### config.mk
export PLATFORM = sky130hd
export DESIGN_NAME = mem_access_stage
export DESIGN_NICKNAME = d
export VERILOG_FILES = /design/src/rtl/mem_access_stage_pkg.sv /design/src/rtl/mem_load_align.sv /design/src/rtl/mem_access_stage.sv
export SDC_FILE = /design/constraint.sdc
export NUM_CORES = 1
export LEC_CHECK = 0
export ABC_AREA = 0
export CORE_UTILIZATION = 40
export CTS_CLUSTER_SIZE = 40
export DETAILED_ROUTE_END_ITERATION = 8
export GPL_TIMING_DRIVEN = 0
export PLACE_DENSITY = 0.75
export SLEW_MARGIN = 20
export SYNTH_ARGS = -nofsm -noshare
export SYNTH_HDL_FRONTEND = slang
export SYNTH_SLANG_ARGS = --single-unit
### constraint.sdc
create_clock -name clk -period 5.5 [get_ports clk]
set_input_delay 0.825 -clock clk [delete_from_list [all_inputs] [get_ports clk]]
set_output_delay 0.825 -clock clk [all_outputs]
set_load 0.01 [all_outputs]
### src/rtl/mem_access_stage_pkg.sv
// Shared widths, memory-op codes, FSM state codes and decode helpers for the MEM stage.
package mem_access_stage_pkg;

    localparam int unsigned RegW     = 32;
    localparam int unsigned RegAddrW = 5;
    localparam int unsigned MemOpW   = 4;

    localparam logic [MemOpW-1:0] MEM_NOP = 4'd0;
    localparam logic [MemOpW-1:0] MEM_LB  = 4'd1;
    localparam logic [MemOpW-1:0] MEM_LH  = 4'd2;
    localparam logic [MemOpW-1:0] MEM_LW  = 4'd3;
    localparam logic [MemOpW-1:0] MEM_LBU = 4'd4;
    localparam logic [MemOpW-1:0] MEM_LHU = 4'd5;
    localparam logic [MemOpW-1:0] MEM_SB  = 4'd6;
    localparam logic [MemOpW-1:0] MEM_SH  = 4'd7;
    localparam logic [MemOpW-1:0] MEM_SW  = 4'd8;

    localparam logic [1:0] StIdle = 2'd0;
    localparam logic [1:0] StReq  = 2'd1;
    localparam logic [1:0] StDone = 2'd2;

    function automatic logic is_load(logic [MemOpW-1:0] op);
        case (op)
            MEM_LB, MEM_LH, MEM_LW, MEM_LBU, MEM_LHU: return 1'b1;
            default:                                  return 1'b0;
        endcase
    endfunction

    function automatic logic is_store(logic [MemOpW-1:0] op);
        case (op)
            MEM_SB, MEM_SH, MEM_SW: return 1'b1;
            default:                return 1'b0;
        endcase
    endfunction

    function automatic logic is_misaligned(logic [MemOpW-1:0] op, logic [1:0] offset);
        case (op)
            MEM_LH, MEM_LHU, MEM_SH: return offset[0];
            MEM_LW, MEM_SW:          return offset != 2'b00;
            default:                 return 1'b0;
        endcase
    endfunction

endpackage

### src/rtl/mem_load_align.sv
// Formats a raw bus read word into the register value for a given load op and byte offset.
module mem_load_align
    import mem_access_stage_pkg::*;
(
    input  logic [MemOpW-1:0] op,
    input  logic [1:0]        offset,
    input  logic [RegW-1:0]   rdata,
    output logic [RegW-1:0]   data
);

    logic [7:0]  byte_sel;
    logic [15:0] half_sel;

    always_comb begin
        unique case (offset)
            2'd0: byte_sel = rdata[7:0];
            2'd1: byte_sel = rdata[15:8];
            2'd2: byte_sel = rdata[23:16];
            2'd3: byte_sel = rdata[31:24];
            default: byte_sel = 8'h00;
        endcase
        half_sel = offset[1] ? rdata[31:16] : rdata[15:0];

        case (op)
            MEM_LB:  data = {{24{byte_sel[7]}}, byte_sel};
            MEM_LBU: data = {24'h0, byte_sel};
            MEM_LH:  data = {{16{half_sel[15]}}, half_sel};
            MEM_LHU: data = {16'h0, half_sel};
            MEM_LW:  data = rdata;
            default: data = '0;
        endcase
    end

endmodule

### src/rtl/mem_access_stage.sv
// MEM stage: issues one load/store at a time on a req/ready bus and produces the MEM/WB triple.
module mem_access_stage
    import mem_access_stage_pkg::*;
(
    input  logic                clk,
    input  logic                rst,
    input  logic [RegAddrW-1:0] ex_reg_waddr,
    input  logic                ex_we,
    input  logic [RegW-1:0]     ex_reg_wdata,
    input  logic [MemOpW-1:0]   ex_mem_op,
    input  logic [RegW-1:0]     ex_mem_addr,
    input  logic [RegW-1:0]     ex_mem_sdata,
    output logic                ram_req,
    output logic                ram_we,
    output logic [RegW-1:0]     ram_addr,
    output logic [RegW-1:0]     ram_wdata,
    output logic [3:0]          ram_wmask,
    input  logic                ram_ready,
    input  logic [RegW-1:0]     ram_rdata,
    output logic [RegAddrW-1:0] mem_reg_waddr,
    output logic                mem_we,
    output logic [RegW-1:0]     mem_reg_wdata,
    output logic                misalign,
    output logic                stallreq
);

    logic [1:0]          state_q, state_d;
    logic [MemOpW-1:0]   op_q;
    logic [1:0]          off_q;
    logic [RegAddrW-1:0] waddr_q;
    logic                we_q;
    logic [RegW-1:0]     alu_q;
    logic [RegW-1:0]     result_q;
    logic                ram_req_q, ram_we_q;
    logic [RegW-1:0]     ram_addr_q, ram_wdata_q;
    logic [3:0]          ram_wmask_q;

    logic            is_mem, misaligned_op, start;
    logic [RegW-1:0] st_wdata, load_data;
    logic [3:0]      st_wmask;

    mem_load_align u_load_align (
        .op     (op_q),
        .offset (off_q),
        .rdata  (ram_rdata),
        .data   (load_data)
    );

    assign is_mem        = is_load(ex_mem_op) | is_store(ex_mem_op);
    assign misaligned_op = is_mem & is_misaligned(ex_mem_op, ex_mem_addr[1:0]);
    assign start         = (state_q == StIdle) & is_mem & ~misaligned_op;

    always_comb begin
        st_wdata = '0;
        st_wmask = 4'b0000;
        case (ex_mem_op)
            MEM_SB: begin
                st_wdata = {4{ex_mem_sdata[7:0]}};
                st_wmask = 4'b0001 << ex_mem_addr[1:0];
            end
            MEM_SH: begin
                st_wdata = {2{ex_mem_sdata[15:0]}};
                st_wmask = 4'b0011 << {ex_mem_addr[1], 1'b0};
            end
            MEM_SW: begin
                st_wdata = ex_mem_sdata;
                st_wmask = 4'b1111;
            end
            default: ;
        endcase
    end

    always_comb begin
        state_d = state_q;
        case (state_q)
            StIdle:  if (start) state_d = StReq;
            StReq:   if (ram_ready) state_d = StDone;
            StDone:  state_d = StIdle;
            default: state_d = StIdle;
        endcase
    end

    always_ff @(posedge clk or posedge rst) begin
        if (rst) begin
            state_q     <= StIdle;
            op_q        <= MEM_NOP;
            off_q       <= 2'b00;
            waddr_q     <= '0;
            we_q        <= 1'b0;
            alu_q       <= '0;
            result_q    <= '0;
            ram_req_q   <= 1'b0;
            ram_we_q    <= 1'b0;
            ram_addr_q  <= '0;
            ram_wdata_q <= '0;
            ram_wmask_q <= 4'b0000;
        end else begin
            state_q <= state_d;
            if (start) begin
                ram_req_q   <= 1'b1;
                ram_we_q    <= is_store(ex_mem_op);
                ram_addr_q  <= {ex_mem_addr[RegW-1:2], 2'b00};
                ram_wdata_q <= st_wdata;
                ram_wmask_q <= st_wmask;
                op_q        <= ex_mem_op;
                off_q       <= ex_mem_addr[1:0];
                waddr_q     <= ex_reg_waddr;
                we_q        <= ex_we;
                alu_q       <= ex_reg_wdata;
            end
            if ((state_q == StReq) && ram_ready) begin
                ram_req_q <= 1'b0;
                // Formatter yields 0 for stores, so stores capture 0.
                result_q  <= load_data;
            end
        end
    end

    assign ram_req   = ram_req_q;
    assign ram_we    = ram_we_q;
    assign ram_addr  = ram_addr_q;
    assign ram_wdata = ram_wdata_q;
    assign ram_wmask = ram_wmask_q;

    always_comb begin
        mem_reg_waddr = ex_reg_waddr;
        mem_we        = ex_we;
        mem_reg_wdata = ex_reg_wdata;
        stallreq      = 1'b0;
        misalign      = 1'b0;
        if (rst) begin
            mem_reg_waddr = '0;
            mem_we        = 1'b0;
            mem_reg_wdata = '0;
        end else begin
            case (state_q)
                StIdle: begin
                    if (misaligned_op) begin
                        misalign = 1'b1;
                        mem_we   = 1'b0;
                    end else if (is_mem) begin
                        stallreq = 1'b1;
                        mem_we   = 1'b0;
                    end
                end
                StReq: begin
                    mem_reg_waddr = waddr_q;
                    mem_we        = 1'b0;
                    mem_reg_wdata = '0;
                    stallreq      = 1'b1;
                end
                StDone: begin
                    mem_reg_waddr = waddr_q;
                    mem_we        = we_q;
                    mem_reg_wdata = is_load(op_q) ? result_q : alu_q;
                end
                default: begin
                    mem_reg_waddr = '0;
                    mem_we        = 1'b0;
                    mem_reg_wdata = '0;
                end
            endcase
        end
    end

endmodule

==> results of run 1 <==
## cells in the mapped netlist (6+ instances only)
| cell type | number | share of area, % |
|---|---|---|
| sky130_fd_sc_hd__buf_2 | 18 | 1.2 |
| sky130_fd_sc_hd__mux2i_1 | 50 | 6.8 |
| sky130_fd_sc_hd__dfrtp_1 | 146 | 49 |
| sky130_fd_sc_hd__inv_1 | 6 | 0.30 |
| sky130_fd_sc_hd__a2bb2oi_1 | 8 | 0.95 |
| sky130_fd_sc_hd__clkbuf_1 | 23 | 1.2 |
| sky130_fd_sc_hd__a21oi_1 | 27 | 1.8 |
| sky130_fd_sc_hd__o2bb2ai_1 | 9 | 1.1 |
| sky130_fd_sc_hd__a22o_1 | 24 | 2.8 |
| sky130_fd_sc_hd__a31oi_1 | 10 | 0.85 |
| sky130_fd_sc_hd__nand2b_1 | 6 | 0.51 |
| sky130_fd_sc_hd__nor3_1 | 7 | 0.47 |
| sky130_fd_sc_hd__nor2_1 | 30 | 1.5 |
| sky130_fd_sc_hd__o21ai_0 | 42 | 2.8 |
| sky130_fd_sc_hd__nand2_1 | 72 | 3.7 |
| sky130_fd_sc_hd__a22oi_1 | 30 | 3.0 |
| sky130_fd_sc_hd__mux2_2 | 75 | 11 |
| sky130_fd_sc_hd__mux2_1 | 17 | 2.6 |
## power by group through the flow
stage	combinational [µW]	clock, µW	sequential (µW)
finish	2490	1160	1840
global route	2700	1220	1900
CTS	2500	1180	1840
detailed placement	2490	0	1850
global placement	2450	0	1830
floorplan	1410	0	1860
## flip-flops by register name (all words and copies together), names as in the netlist
name and count:
ram_addr 30, waddr_q 5, ram_we 1, we_q 1
alu_q 32, off_q 2, ram_req 1, state_q 2
op_q 4, ram_wmask 4, result_q 32, ram_wdata 32
## critical path, stage by stage
cell and delay, ns:
sky130_fd_sc_hd__clkdlybuf4s50_1 0.65, sky130_fd_sc_hd__or3b_1 0.21, sky130_fd_sc_hd__o32ai_4 0.13, sky130_fd_sc_hd__nor4_4 0.64
sky130_fd_sc_hd__buf_6 0.27, sky130_fd_sc_hd__buf_6 0.18, sky130_fd_sc_hd__o21a_1 0.12, sky130_fd_sc_hd__clkdlybuf4s50_1 0.54
## cells by family (layout without fill, tap and decap cells)
logic type,after synthesis,after routing
AO/OA/AOI/OAI,166,166
XOR/XNOR,2,2
adder cells (fa/ha/maj),5,5
buffers and inverters,56,339
flip-flops,146,146
multiplexers,143,143
other,1,2
AND/OR/NAND/NOR,141,141
## final timing paths
| check | end | slack (ns) | depth (start not counted) |
|---|---|---|---|
| setup / recovery | stallreq | 1.09 | 8 |
| hold / removal | ram_addr[10]$_DFFE_PP0P_ | 0.48 | 1 |
| setup reg to reg | ram_addr[14]$_DFFE_PP0P_ | 3.00 | 7 |
| hold reg to reg | ram_addr[10]$_DFFE_PP0P_ | 0.48 | 1 |
| max in group asynchronous | ram_wdata[7]$_DFFE_PP0P_ | 3.97 | 5 |
| min in group asynchronous | waddr_q[0]$_DFFE_PP0P_ | 0.59 | 2 |
## per-layer routing
layer | global-route usage (%) | up-vias
met5 | 0 | -
met3 | 8.589 | 24
met2 | 38.75 | 252
met1 | 29.97 | 3103
met4 | 6.522 | 0
li1 | - | 2959
## metrics by stage
| step | hold WS, ns | setup TNS, ns | instance area [µm²] |
|---|---|---|---|
| floorplan | 0.4799 | 0 | 7395 |
| global placement | 0.4671 | -60.04 | 10140 |
| detailed placement | 0.4733 | 0 | 10250 |
| CTS | 0.4874 | 0 | 10840 |
| global route | 0.5051 | 0 | 10840 |
| finish | 0.4815 | 0 | 10840 |
## cell type report
type / count / area (µm²)
clock inverter: 12 / 131.4
clock buffer: 20 / 456.7
fill: 1560 / 7186
inverter: 6 / 26.28
multi-input combinational: 459 / 3460
tap: 229 / 286.5
sequential: 146 / 3654
timing repair buffer: 251 / 2570
buffer: 50 / 255.2
==> metrics.cfg, run 1 <==
[floorplanning]
starting_density_of_the_core_pct=40.98
die-width_um=137.9
number_of_cell_rows=49
core_area_um2=18020
die_height_um=137.9
top_level_ports=251
die_outline_area_um2=19020

[global_routing]
global_route.overflow_total=0
gr-usage-all-layers_pct=23.89
antenna_violations_before_repair=1
grt_first_pass_wirelength_um=34130
first_global_vias=6413
largest_net_degree_at_the_start_of_global_routing=33

[min_path]
hold_path_startpoint=ram_addr[10]$_DFFE_PP0P_
worstHoldPathType=reg -> reg

[cts]
postCtsResizedCells=0
tritoncts=built
cts-buffers-inserted=17
cts.htree.levels=4
cts.reportedPaths.clkPinSlew_ns=0.06
cts.root.buffer_cell=sky130_fd_sc_hd__clkbuf_16
cts.hold.buffers_added=0
worstSkewPairLatency_ns=0.42
ctsLongestPathBuffers=2
post-cts-setup-buffers=0
cts.sink_count=146

[pwr]
power.net_switching_uw=1890
report.power.total_uw=5483
power_frac_clock_pct=21.1
powerDensity_nw_per_um2=505.8
switching_share_pct=34.46
share_seq_of_total_power_pct=33.5
power.ir.vdd_worst_mv=0.2658
internal_power_contribution_uw=3593
power.combinational.fraction_pct=45.4
p_leak_uw=0.004482

[yosys]
compound_gate_fraction_of_synth_area_pct=15.50
prevailing_post_synth_register_cell=sky130_fd_sc_hd__dfrtp_1
synth-async-reset-ratio_pct=100.0
synth_seq_area_share_pct=49.46
number_of_instances_in_the_synthesized_netlist=660
edff_count_synth=0
ys_ff_latch=146
yosys_warnings=0
syn_area_per_cell_um2=11.19
muxShareOfSynthArea_pct=21.10
post_synth_instance_area_um2=7387
post_synth_num_cell_types=52
main_combinational_cell_family_by_area_after_synthesis=multiplexers
synth-adder-area-share_pct=0.8469
synthSimpleGateAreaFrac_pct=9.045
yosys.area_share.xor_xnor_pct=0.2371

[timing]
unrepaired_setup_endpoints_after_global_routing=no
timing_worst_slew_pin_value_ns=0.8739
fin_crit_sh_pct=80.13
timing.final.crit_period_ns=4.407
final.setup.worst_slack_ns=1.093
finalClockSkew_ns=0.005682
fmax_ghz=0.2269
finalHoldViolCount=0
normalized_max_slew_margin_pct=41.47
setup_failing_eps_final=0
slew_viol_final=0

[route]
vias=6338
drcViolationCount=0
drt-met1-wl_um=9292
met3_wirelength_um=2124
routed-wl-met2_um=10370
totalWireLength_um=22070
drt-initial-drc-count=337
residual_antenna_violating_net_count_after_detailed_routing=0
avgViaCountPerCell=5.403
drt-pass1-iter-count=5
topRoutingLayerUsed=met4
average_wire_length_per_cell_after_detail_routing_um=18.81

[critical_path]
crit_type=in -> out
crit_fanout=10
worst_setup_path_start=ex_mem_op[2]
worst-endpoint-arrival_ns=3.58
crit_path_start_kind=input port
setup.worst_path.end_class=output port
rr_startpoint=state_q[0]$_DFFE_PP0P_
worst-endpoint-required_ns=4.68

[layout]
diodes=0
mostFrequentLayoutCells=246 x sky130_fd_sc_hd__clkdlybuf4s50_1, 146 x sky130_fd_sc_hd__dfrtp_1, 75 x sky130_fd_sc_hd__mux2_2, 72 x sky130_fd_sc_hd__nand2_1, 50 x sky130_fd_sc_hd__mux2i_1
design.final.nets=1077
area_growth_pct=46.73
final_layout_size_suffix_gt1_share_pct=15.57
stdcell_count=1173
layout_commonest_cell=sky130_fd_sc_hd__clkdlybuf4s50_1
postLayoutCoreUtil_pct=60.13

[placement]
post-dp-hpwl_um=16510
worst_setup_slack_before_clock_tree_synthesis_ns=1.052
post-place-cells=1141
place_congestion=0.8423
io_buffers=246

[outcome]
status=complete, no violations

[job]
max-cap-violations=0

Power figures use the tool's default switching activity.
==> run 2: changes to the inputs <==
PLACE_DENSITY = 0.72   (was 0.75)
clock period = 4.2 ns   (was 5.5 ns; I/O delays follow)
==> run 2 against run 1 <==
Against the previous run:
- flip-flop and latch count unchanged
- final area is 0.85% higher
- critical path type unchanged
- largest power group unchanged
- sequential share of layout area fell by 0.29 points
==> metrics.cfg, run 2 (synthesis gave the netlist of run 1 again) <==
[critical_path]
path_delay_family=buffers and inverters
worst-endpoint-required_ns=3.57
crit_path_max_incr_delay_ns=0.69
crit_path_start_kind=input port
crit_type=in -> out
worst-endpoint-arrival_ns=3.42
crit_fanout=10
cpMaxStageDelayCell=sky130_fd_sc_hd__nor4_4
setup.worst_path.end_class=output port
crit_chain=clkdlybuf4s50_1, nor2_1, o32ai_4, nor4_4, buf_6, buf_6, o21a_1, clkdlybuf4s50_1
cp_num_buf_inv=4

[timing]
setup_tns_ns=0
finalHoldViolCount=0
timing_worst_slew_pin_value_ns=0.8033
slew_viol_final=0
unrepaired_setup_endpoints_after_global_routing=no
holdWs_ns=0.3631
fin_crit_sh_pct=96.48
finalClockSkew_ns=0.01023
setup_failing_eps_final=0
fmax_ghz=0.2468
normalized_max_slew_margin_pct=46.20
timing.final.crit_period_ns=4.052

[cts]
tritoncts=built
worstSkewPairLatency_ns=0.42
post-cts-setup-buffers=0
cts-buffers-inserted=17
postCtsResizedCells=0
cts.reportedPaths.clkPinSlew_ns=0.06
cts.sink_count=146
ctsLongestPathBuffers=2
cts.htree.levels=4
cts.hold.buffers_added=0
cts.root.buffer_cell=sky130_fd_sc_hd__clkbuf_16

[global_routing]
antenna_violations_before_repair=0
largest_net_degree_at_the_start_of_global_routing=34
gr-usage-all-layers_pct=23.41
grt_first_pass_wirelength_um=33460
first_global_vias=6097
global_route.overflow_total=0

[route]
avgViaCountPerCell=5.313
drcViolationCount=0
vias=6216
residual_antenna_violating_net_count_after_detailed_routing=0
totalWireLength_um=21630
drt-initial-drc-count=316
average_wire_length_per_cell_after_detail_routing_um=18.49
drt-pass1-iter-count=5

[layout]
area.sequential_um2=3654
final_layout_size_suffix_gt1_share_pct=15.83
total_of_fill_cells_in_the_finished_design=1532
multi_input_comb_area_um2=3471
design.final.nets=1076
diodes=0
layout_commonest_cell=sky130_fd_sc_hd__clkdlybuf4s50_1
area_growth_pct=47.98
stdcell_count=1170
mostFrequentLayoutCells=246 x sky130_fd_sc_hd__clkdlybuf4s50_1, 146 x sky130_fd_sc_hd__dfrtp_1, 75 x sky130_fd_sc_hd__mux2_2, 72 x sky130_fd_sc_hd__nand2_1, 50 x sky130_fd_sc_hd__mux2i_1

[pwr]
report.power.total_uw=7381
p_leak_uw=0.004538
powerDensity_nw_per_um2=675.2
power.ir.vdd_worst_mv=0.3341

[floorplanning]
top_level_ports=251
core_area_um2=18020
number_of_cell_rows=49
die-width_um=137.9
die_height_um=137.9
die_outline_area_um2=19020
starting_density_of_the_core_pct=40.98

[outcome]
status=complete, no violations

[placement]
place_congestion=0.8541
post-dp-hpwl_um=16040
io_buffers=246
post-place-cells=1140

[job]
max-cap-violations=0

[min_path]
worstHoldPathType=in -> async

==> run 2: changes by cell type in the layout (fill, tap and decap cells not counted), sizes merged <==
cell	previous run	this run
bufinv	2	6
clkinvlp	5	2
inv	7	5
buf	32	31
clkinv	4	3
==> run 2: power by group <==
part	switching, µW	leakage (µW)	total [µW]	internal, µW
logic	1510	0.00241	3270	1760
registers	349	0.00180	2390	2040
clock network	584	0.000322	1720	1140
total	2440	0.00454	7380	4940
==> run 2: worst paths after layout <==
| kind | cells after the start | start | slack, ns | endpoint |
|---|---|---|---|---|
| max in group asynchronous | 4 | rst | 3.00 | alu_q[10]$_DFFE_PP0P_ |
| worst max-delay path | 8 | ex_mem_addr[1] | 0.15 | stallreq |
| worst min register to register | 1 | ram_addr[12]$_DFFE_PP0P_ | 0.48 | ram_addr[12]$_DFFE_PP0P_ |
| worst min-delay path | 2 | rst | 0.36 | waddr_q[3]$_DFFE_PP0P_ |
| min in group clk | 1 | ram_addr[12]$_DFFE_PP0P_ | 0.48 | ram_addr[12]$_DFFE_PP0P_ |
| worst max register to register | 7 | state_q[1]$_DFFE_PP0P_ | 1.68 | ram_addr[19]$_DFFE_PP0P_ |
==> run 2: cell type report <==
type                       instances  share of cell area, %
buffer                            50                  2.644
clock buffer                      20                  4.178
clock inverter                    10                  1.889
inverter                           6                 0.2404
multi-input combinational        459                  31.75
sequential                       146                  33.42
tap                              229                  2.621
timing repair buffer             250                  23.26
==> run 2: metrics by stage <==
stage	worst slack, ns	cell area (µm²)	util (%)
2_1_floorplan	-0.2417	7440	-
3_3_place_gp	-2.376	10190	56.53
3_5_place_dp	0.1106	10270	56.97
4_1_cts	0.1060	10930	60.65
5_1_grt	0.009390	10930	60.65
6_report	0.1480	10930	60.65
==> run 2: per-layer routing <==
layer | part of all wire, % | GRT usage, % | vias to the layer above
met5 | 0 | 0 | -
met4 | 1.2 | 6.944 | 0
met1 | 44 | 30.14 | 3015
met2 | 46 | 36.81 | 223
met3 | 8.8 | 8.370 | 20
li1 | - | - | 2958
==> run 2: worst reg2reg max path: stages, from the launching register on <==
cell and delay (ns):
sky130_fd_sc_hd__dfrtp_1 0.43, sky130_fd_sc_hd__inv_1 0.14, sky130_fd_sc_hd__ha_1 0.22, sky130_fd_sc_hd__inv_1 0.12, sky130_fd_sc_hd__nor4_4 0.70, sky130_fd_sc_hd__buf_6 0.27, sky130_fd_sc_hd__buf_6 0.18, sky130_fd_sc_hd__mux2_1 0.34
